--- src/rtl/riscv_pkg.sv ---
// Shared opcode constants and immediate-format encoding for the decode stage.
package riscv_pkg;

    localparam logic [6:0] OP_LOAD   = 7'b0000011;
    localparam logic [6:0] OP_IMM    = 7'b0010011;
    localparam logic [6:0] OP_STORE  = 7'b0100011;
    localparam logic [6:0] OP_BRANCH = 7'b1100011;
    localparam logic [6:0] OP_JAL    = 7'b1101111;
    localparam logic [6:0] OP_JALR   = 7'b1100111;
    localparam logic [6:0] OP_LUI    = 7'b0110111;
    localparam logic [6:0] OP_AUIPC  = 7'b0010111;
    localparam logic [6:0] OP_R      = 7'b0110011;

    typedef enum logic [2:0] {
        IMM_I = 3'b000,
        IMM_S = 3'b001,
        IMM_B = 3'b010,
        IMM_J = 3'b011,
        IMM_U = 3'b100
    } imm_src_t;

endpackage

--- src/rtl/sign_ext.sv ---
// Immediate extender: rebuilds the 32-bit immediate from instruction bits [31:7].
module sign_ext
    import riscv_pkg::*;
(
    input  logic [24:0] Imm,
    input  imm_src_t    ImmSrc,
    output logic [31:0] ImmExt
);

    // Imm[k] corresponds to instruction bit k+7.
    always_comb begin
        ImmExt = '0;
        case (ImmSrc)
            IMM_I: ImmExt = {{20{Imm[24]}}, Imm[24:13]};
            IMM_S: ImmExt = {{20{Imm[24]}}, Imm[24:18], Imm[4:0]};
            IMM_B: ImmExt = {{20{Imm[24]}}, Imm[0], Imm[23:18], Imm[4:1], 1'b0};
            IMM_J: ImmExt = {{12{Imm[24]}}, Imm[12:5], Imm[13], Imm[23:14], 1'b0};
            IMM_U: ImmExt = {Imm[24:5], 12'b0};
            default: ImmExt = '0;
        endcase
    end

endmodule

--- src/rtl/decode_ctrl.sv ---
// Decode-stage controller: opcode decode, ID/EX register, load-use hazard
// stall/flush sequencing and saturating stall/flush counters.
module decode_ctrl
    import riscv_pkg::*;
#(
    parameter int CNT_W = 16
) (
    input  logic             clk,
    input  logic             rst,
    input  logic [31:0]      InstrD,
    input  logic             ValidD,
    input  logic             PCSrcE,
    output logic [2:0]       ImmSrcD,
    output logic [31:0]      ImmExtE,
    output logic [4:0]       Rs1E,
    output logic [4:0]       Rs2E,
    output logic [4:0]       RdE,
    output logic             LoadE,
    output logic             RegWriteE,
    output logic             ValidE,
    output logic             IllegalE,
    output logic             StallF,
    output logic             StallD,
    output logic             FlushD,
    output logic [CNT_W-1:0] StallCnt,
    output logic [CNT_W-1:0] FlushCnt
);

    imm_src_t    imm_src;
    logic        use1, use2, reg_write, load, illegal;
    logic [31:0] imm_ext;
    logic [4:0]  rs1, rs2, rd;
    logic        hazard, flush_e;

    assign rs1 = InstrD[19:15];
    assign rs2 = InstrD[24:20];
    assign rd  = InstrD[11:7];

    always_comb begin
        imm_src   = IMM_I;
        use1      = 1'b0;
        use2      = 1'b0;
        reg_write = 1'b0;
        load      = 1'b0;
        illegal   = 1'b0;
        case (InstrD[6:0])
            OP_LOAD: begin
                use1 = 1'b1; reg_write = 1'b1; load = 1'b1;
            end
            OP_IMM, OP_JALR: begin
                use1 = 1'b1; reg_write = 1'b1;
            end
            OP_STORE: begin
                imm_src = IMM_S; use1 = 1'b1; use2 = 1'b1;
            end
            OP_BRANCH: begin
                imm_src = IMM_B; use1 = 1'b1; use2 = 1'b1;
            end
            OP_JAL: begin
                imm_src = IMM_J; reg_write = 1'b1;
            end
            OP_LUI, OP_AUIPC: begin
                imm_src = IMM_U; reg_write = 1'b1;
            end
            OP_R: begin
                use1 = 1'b1; use2 = 1'b1; reg_write = 1'b1;
            end
            default: illegal = 1'b1;
        endcase
    end

    assign ImmSrcD = imm_src;

    sign_ext u_sign_ext (
        .Imm    (InstrD[31:7]),
        .ImmSrc (imm_src),
        .ImmExt (imm_ext)
    );

    assign hazard = ValidD & ValidE & LoadE & (RdE != 5'd0) &
                    ((use1 & (rs1 == RdE)) | (use2 & (rs2 == RdE)));

    // A redirect discards the D instruction anyway, so it wins over the stall.
    assign StallF  = hazard & ~PCSrcE;
    assign StallD  = hazard & ~PCSrcE;
    assign FlushD  = PCSrcE;
    assign flush_e = hazard | PCSrcE;

    always_ff @(posedge clk or posedge rst) begin
        if (rst) begin
            ImmExtE   <= '0;
            Rs1E      <= '0;
            Rs2E      <= '0;
            RdE       <= '0;
            LoadE     <= 1'b0;
            RegWriteE <= 1'b0;
            ValidE    <= 1'b0;
            IllegalE  <= 1'b0;
        end else if (flush_e || !ValidD) begin
            ImmExtE   <= '0;
            Rs1E      <= '0;
            Rs2E      <= '0;
            RdE       <= '0;
            LoadE     <= 1'b0;
            RegWriteE <= 1'b0;
            ValidE    <= 1'b0;
            IllegalE  <= 1'b0;
        end else begin
            ImmExtE   <= imm_ext;
            Rs1E      <= rs1;
            Rs2E      <= rs2;
            RdE       <= rd;
            LoadE     <= load;
            RegWriteE <= reg_write;
            ValidE    <= 1'b1;
            IllegalE  <= illegal;
        end
    end

    always_ff @(posedge clk or posedge rst) begin
        if (rst) begin
            StallCnt <= '0;
            FlushCnt <= '0;
        end else begin
            if (StallD && (StallCnt != {CNT_W{1'b1}}))
                StallCnt <= StallCnt + CNT_W'(1);
            if (PCSrcE && (FlushCnt != {CNT_W{1'b1}}))
                FlushCnt <= FlushCnt + CNT_W'(1);
        end
    end

endmodule
--- config.mk ---
export PLATFORM = sky130hd
export DESIGN_NAME = decode_ctrl
export DESIGN_NICKNAME = d
export VERILOG_FILES = /design/src/rtl/riscv_pkg.sv /design/src/rtl/sign_ext.sv /design/src/rtl/decode_ctrl.sv
export SDC_FILE = /design/constraint.sdc
export NUM_CORES = 1
export LEC_CHECK = 0
export ABC_AREA = 1
export ABC_CLOCK_PERIOD_IN_PS = 4100
export CAP_MARGIN = 10
export CORE_MARGIN = 3
export CORE_UTILIZATION = 53
export CTS_BUF_LIST = sky130_fd_sc_hd__clkbuf_4 sky130_fd_sc_hd__clkbuf_8
export CTS_CLUSTER_SIZE = 40
export DETAILED_ROUTE_END_ITERATION = 16
export PLACE_DENSITY = 0.89
export SLEW_MARGIN = 20
export SYNTH_ARGS = -nofsm -noshare
export SYNTH_HDL_FRONTEND = slang
export SYNTH_SLANG_ARGS = --single-unit
--- constraint.sdc ---
create_clock -name clk -period 4.1 [get_ports clk]
set_input_delay 0.41 -clock clk [delete_from_list [all_inputs] [get_ports clk]]
set_output_delay 0.41 -clock clk [all_outputs]
set_load 0.005 [all_outputs]
# Word level (Yosys, flattened, before mapping)
# Cells that the tools add are included.
# W data, S select, Z words.
[word_totals]
input_bits = 36
register_bits = 83
elab_cells = 65
[classes]
n_reduce_logical = 11
muxes = 15
eq_ne = 17
n_bitwise = 10
n_addsub = 2
[ops]
columns = ["cell", "n"]
rows = [
  ["$pmux W32 S5", 1],
  ["$add A16 B1 Y16 const B", 2],
  ["$mux W32", 1],
  ["$ne A16 B16 Y1 const B", 2],
  ["$eq A7 B6 Y1 const B", 3],
  ["$eq A7 B7 Y1 const B", 3],
  ["$mux W5", 3],
  ["$eq A7 B5 Y1 const B", 2],
  ["$pmux W3 S4", 1],
  ["$eq A5 B5 Y1", 2],
  ["$mux W1", 9],
  ["$reduce_or A9 Y1", 1],
  ["$and A1 B1 Y1", 7],
  ["$eq A7 B2 Y1 const B", 1],
  ["$reduce_or A7 Y1", 1],
  ["$eq A3 B2 Y1 const B", 2],
  ["$reduce_or A6 Y1", 1],
  ["$reduce_bool A5 Y1", 1],
  ["$eq A3 B1 Y1 const B", 1],
  ["$eq A3 B3 Y1 const B", 1],
  ["$logic_not A3 Y1", 1],
  ["$reduce_or A3 Y1", 1],
  ["$logic_and A1 B1 Y1", 2],
  ["$or A1 B1 Y1", 2],
  ["other kinds (4)", 4],
]

# Depth between registers and ports, before layout
[logic_depth]
word_depth = 9
ltp_mapped = 12

# Modules after synthesis
# Synthesis repeated with hierarchy kept, for this count alone.
[hier_totals]
cells_unflattened = 548
hier_area_um2 = 4406.7
[by_module_without_submodules]
columns = ["module", "n_inst", "area_per_inst_um2", "cells_per_inst"]
rows = [
  ["decode_ctrl", 1, 4020.1, 465],
  ["sign_ext", 1, 386.6, 83],
]

# Worst setup path before layout
# OpenSTA, ideal clock, no wires.
[synth_path]
path_kind = "input-to-output"
start = "input port InstrD[2]"
end = "output port StallF"
arrival_ps = 1421
n_path_buf = 1
required_ps = 3690
setup_slack_ps = 2269
stages = 10
path_cell_list = "nor2_2 nand2_4 nor2_4 nor2_1 nand2_1 nand2_2 nand2_2 nand2_2 nor2_1 buf_4"
[synth_between]
elab_chain_cells = 7
[synth_lines]
columns = ["item", "line_no", "source"]
rows = [
  ["start: declaration", "decode_ctrl.sv:10", "input logic [31:0] InstrD,"],
  ["$eq A7 B6 Y1 (tied with other cells)", "decode_ctrl.sv:46", "case (InstrD[6:0])"],
  ["$reduce_or A6 Y1 (no source line) / $reduce_or A3 Y1 (equally long branches)", "n/a", ""],
  ["$mux W1", "decode_ctrl.sv:46", ""],
  ["$and A1 B1 Y1", "decode_ctrl.sv:81", "((use1 & (rs1 == RdE)) | (use2 & (rs2 == RdE)));"],
  ["$or A1 B1 Y1 *", "decode_ctrl.sv:81", ""],
  ["$and A1 B1 Y1 *", "decode_ctrl.sv:80", "assign hazard = ValidD & ValidE & LoadE & (RdE != 5'd0) &"],
  ["$and A1 B1 Y1 *", "n/a", ""],
  ["end: declaration", "decode_ctrl.sv:22", "output logic StallF,"],
]
# Mark *: on every way between the ends. The rest lies on a longest branch, timed or not.

# Final worst setup path
[layout_path]
start = "input port InstrD[2]"
end = "output port StallF"
[layout_between]
elab_chain_cells = 7
[layout_lines]
columns = ["item", "line_no", "source"]
rows = [
  ["$eq A7 B6 Y1 (tied with other cells)", "decode_ctrl.sv:46", ""],
  ["$reduce_or A6 Y1 (no source line) / $reduce_or A3 Y1 (equally long branches)", "n/a", ""],
  ["$mux W1", "decode_ctrl.sv:46", ""],
  ["$and A1 B1 Y1", "decode_ctrl.sv:81", ""],
  ["$or A1 B1 Y1 *", "decode_ctrl.sv:81", ""],
  ["$and A1 B1 Y1 *", "decode_ctrl.sv:80", ""],
  ["$and A1 B1 Y1 *", "decode_ctrl.sv:84", "assign StallF = hazard & ~PCSrcE;"],
]
# Marked as above.

==> impl_metrics.csv <==
group,metric,value,unit
status,run_status,"complete, no violations",
clock_tree,insertion_delay,0.36,ns
flow_run,drv_cap,0,
route,vias,3916,
clock_tree,post_cts_buffers,0,
placement,gp_congestion,0.915,
global_route,grt_util_all_layers,26.6,%
global_route,grt_max_degree,66,
sta,max_slew_margin,48.3,%
clock_tree,cts-root-buf,"clkbuf_8",
global_route,grt.met1_usage,34.8,%
power_and_ir_drop,p_leak,0.00278,uW
sta,finClkSkew,0.0105,ns
global_route,grt_first_pass_wirelength,18500,um
hold_path,hp-class,"flop to flop",
clock_tree,cts-hold-fix-buffers,0,
route,routed_wl,11200,um
critical_path,crit_path_frequent_cell,"nand2_2",
cells_and_area,nNetsFinal,662,
cells_and_area,post-route-util,75.7,%
die,fp.dieW,94.7,um
placement,place_hpwl,8260,um
die,start_util,56.0,%
clock_tree,ctsResizeCount,0,
sta,grt_setup_unrepaired,"false",
clock_tree,cts_tree,"built",
clock_tree,h-tree-depth,3,
global_route,grt_overflow,0,
die,io_pins,125,
critical_path,cp_slowest_cell,"clkdlybuf4s50_1",
die,dieArea,8970,um^2
sta,maxSlewViolCount,0,
sta,worstMarginPinSlew,0.776,ns
global_route,use_met2,43.2,%
synth,synth_top_area_share,49.8,%
critical_path,crit_type,"input pin to output pin",
cells_and_area,areaGrowthSynthToFinish,35.1,%
sta,finalSetupViolations,0,
synth,synth_largest_area_cell,"dfrtp_1",
die,fp.dieH,94.7,um
route,drtAntennaViolNets,0,
sta,fin_crit_sh,71.3,%
synth,syn_avg_cell_area,8.33,um^2
route,routedWlPerCell,15.4,um
synth,synth-seq-cells,83,
cells_and_area,n_antenna_cell,0,
die,coreArea,7450,um^2
critical_path,arrival,2.51,ns
sta,setup_tns,0,ns
route,first_pass_iters,6,
clock_tree,numCtsBuffers,9,
critical_path,end_kind,"output pin",
synth,synth_area,4170,um^2
sta,min_period,2.92,ns
sta,fmax,0.342,GHz
cells_and_area,final_layout_size_suffix_gt1_share,6.04,%
synth,syn_inst,501,
synth,synth.distinct_cells,34,
route,viasPerCell,5.38,
global_route,globalRouteMet3Util,6.14,%
critical_path,cp.required,3.69,ns
clock_tree,path_clk_slew,0.09,ns
route,first_iter_violations,352,
power_and_ir_drop,irDropWorstVdd,0.257,mV
sta,hold_viol,0,
synth,synth.area.top_cells,"dfrtp_1 50%, nand2_1 11%, nor2_1 6.9%",
synth,ys_warn_count,0,
clock_tree,cts_buffer_depth,2,
critical_path,cp_max_fo,8,
critical_path,crit_chain,"clkdlybuf4s50_1 > nor2_2 > nand2_4 > nor2_4 > nor2_1 > nand2_1 > nand2_2 > nand2_2 > nand2_2 > nor2_1 > clkdlybuf4s50_1",
route,drc,0,
global_route,grt_pass1_vias,3869,
clock_tree,cts.sinks,83,
critical_path,slowest_delay,0.54,ns
global_route,antenna_found_initial,0,
global_route,top_usage_layer,"met2",
critical_path,crit_family,"simple AND/OR/NAND/NOR gates",
critical_path,cp-start-kind,"input pin",
synth,synth-seq-area-share,49.8,%
die,rows,31,
placement,portBuffers,124,
critical_path,critPathBufInv,2,
synth,syn_nets,539,
power_and_ir_drop,power_density,341,nW/um^2
[flip-flops by register name, summed over array words and instances (netlist names)]
| signal | flops |
|---|---|
| Rs2E | 5 |
| ValidE | 1 |
| LoadE | 1 |
| Rs1E | 5 |
| RegWriteE | 1 |
| FlushCnt | 16 |
| IllegalE | 1 |
| RdE | 5 |
| ImmExtE | 32 |
| StallCnt | 16 |
[placed cells by master, fill, tap and decap left out, types with 2 or more instances in the layout]
master / Yosys / routed
clkinv_2: 0 / 2
clkinv_4: 0 / 2
inv_2: 4 / 4
nand2_2: 3 / 3
xnor2_1: 7 / 7
dfrtp_1: 83 / 83
nor2_1: 77 / 77
clkbuf_8: 0 / 10
a21oi_1: 13 / 13
nand3_1: 21 / 21
clkdlybuf4s50_1: 0 / 124
ha_1: 2 / 2
a22oi_1: 4 / 4
nand2_1: 117 / 117
nor2_4: 3 / 3
nor4_1: 5 / 5
nand4_1: 27 / 27
nor2_2: 3 / 3
o21ai_0: 10 / 10
inv_1: 59 / 58
xor2_1: 23 / 23
nor3_1: 15 / 15
[cell usage after synthesis]
| cell | number |
|---|---|
| a21oi_1 | 13 |
| a21oi_2 | 1 |
| a21oi_4 | 1 |
| a22oi_1 | 4 |
| buf_2 | 3 |
| buf_4 | 2 |
| buf_6 | 7 |
| clkbuf_1 | 1 |
| clkinv_1 | 1 |
| dfrtp_1 | 83 |
| ha_1 | 2 |
| inv_1 | 59 |
| inv_2 | 4 |
| nand2_1 | 117 |
| nand2_2 | 3 |
| nand2_4 | 1 |
| nand3_1 | 21 |
| nand3_4 | 1 |
| nand3b_1 | 1 |
| nand3b_2 | 1 |
| nand4_1 | 27 |
| nand4_4 | 1 |
| nor2_1 | 77 |
| nor2_2 | 3 |
| nor2_4 | 3 |
| nor3_1 | 15 |
| nor3_4 | 1 |
| nor4_1 | 5 |
| o21ai_0 | 10 |
| o21ai_1 | 1 |
| o22a_1 | 1 |
| o22ai_1 | 1 |
| xnor2_1 | 7 |
| xor2_1 | 23 |
[layout make-up]
class                           count  area, um^2
Sequential cell                    83        2080
Fill cell                         512        1810
Multi-Input combinational cell    341        1740
Timing Repair Buffer              125        1250
Inverter                           64         243
Clock buffer                       10         138
Tap cell                           99         124
Clock inverter                      6        65.1
[cell families after synthesis]
family,after synthesis,share of synthesized area [%]
flops,83,49.8
buf+inv,77,8.46
fa+ha+maj,2,0.600
xor+xnor,30,6.30
compound gates,32,4.56
simple gates,277,30.3
[through the flow]
stage	hold WS (ns)	instance area (um^2)	total power [uW]	setup slack [ns]	std cells
after floorplan	0.502	4170	1120	1.55	501
after global placement	0.511	5430	1320	1.29	712
after detailed placement	0.529	5430	1340	1.22	712
after CTS	0.540	5640	1920	1.21	728
after global routing	0.563	5640	2010	1.12	728
final	0.535	5640	1920	1.18	728
[routing by layer]
metal / vias up / share of wire, %
li1: 1843 / -
met1: 1852 / 41
met2: 197 / 49
met3: 24 / 8.3
met4: 0 / 2.2
met5: - / 0
[power by group]
| part | leakage [uW] | total (uW) | internal, uW | switching [uW] |
|---|---|---|---|---|
| Clock | 0.000102 | 600 | 298 | 302 |
| Combinational | 0.00156 | 379 | 194 | 184 |
| Sequential | 0.00111 | 943 | 880 | 62.1 |
[worst reg2reg max path, stage by stage, from the launching register on]
cell,delay [ns]
dfrtp_1,0.47
nor3_1,0.24
nand3_1,0.13
nand4_1,0.17
inv_1,0.12
nand2_2,0.12
nand3_4,0.41
nor2_1,0.32
[final timing paths]
kind,cells after the start,start,slack [ns],end
worst max-delay path,11,InstrD[2],1.18,StallF
worst min-delay path,1,FlushCnt[8],0.53,FlushCnt[8]
worst max register to register,7,RdE[2],2.04,ImmExtE[15]
worst min register to register,1,FlushCnt[8],0.53,FlushCnt[8]
max in group asynchronous,3,rst,2.77,LoadE
min in group asynchronous,2,rst,0.54,FlushCnt[9]
No activity file was read; power rests on OpenSTA's default activity.
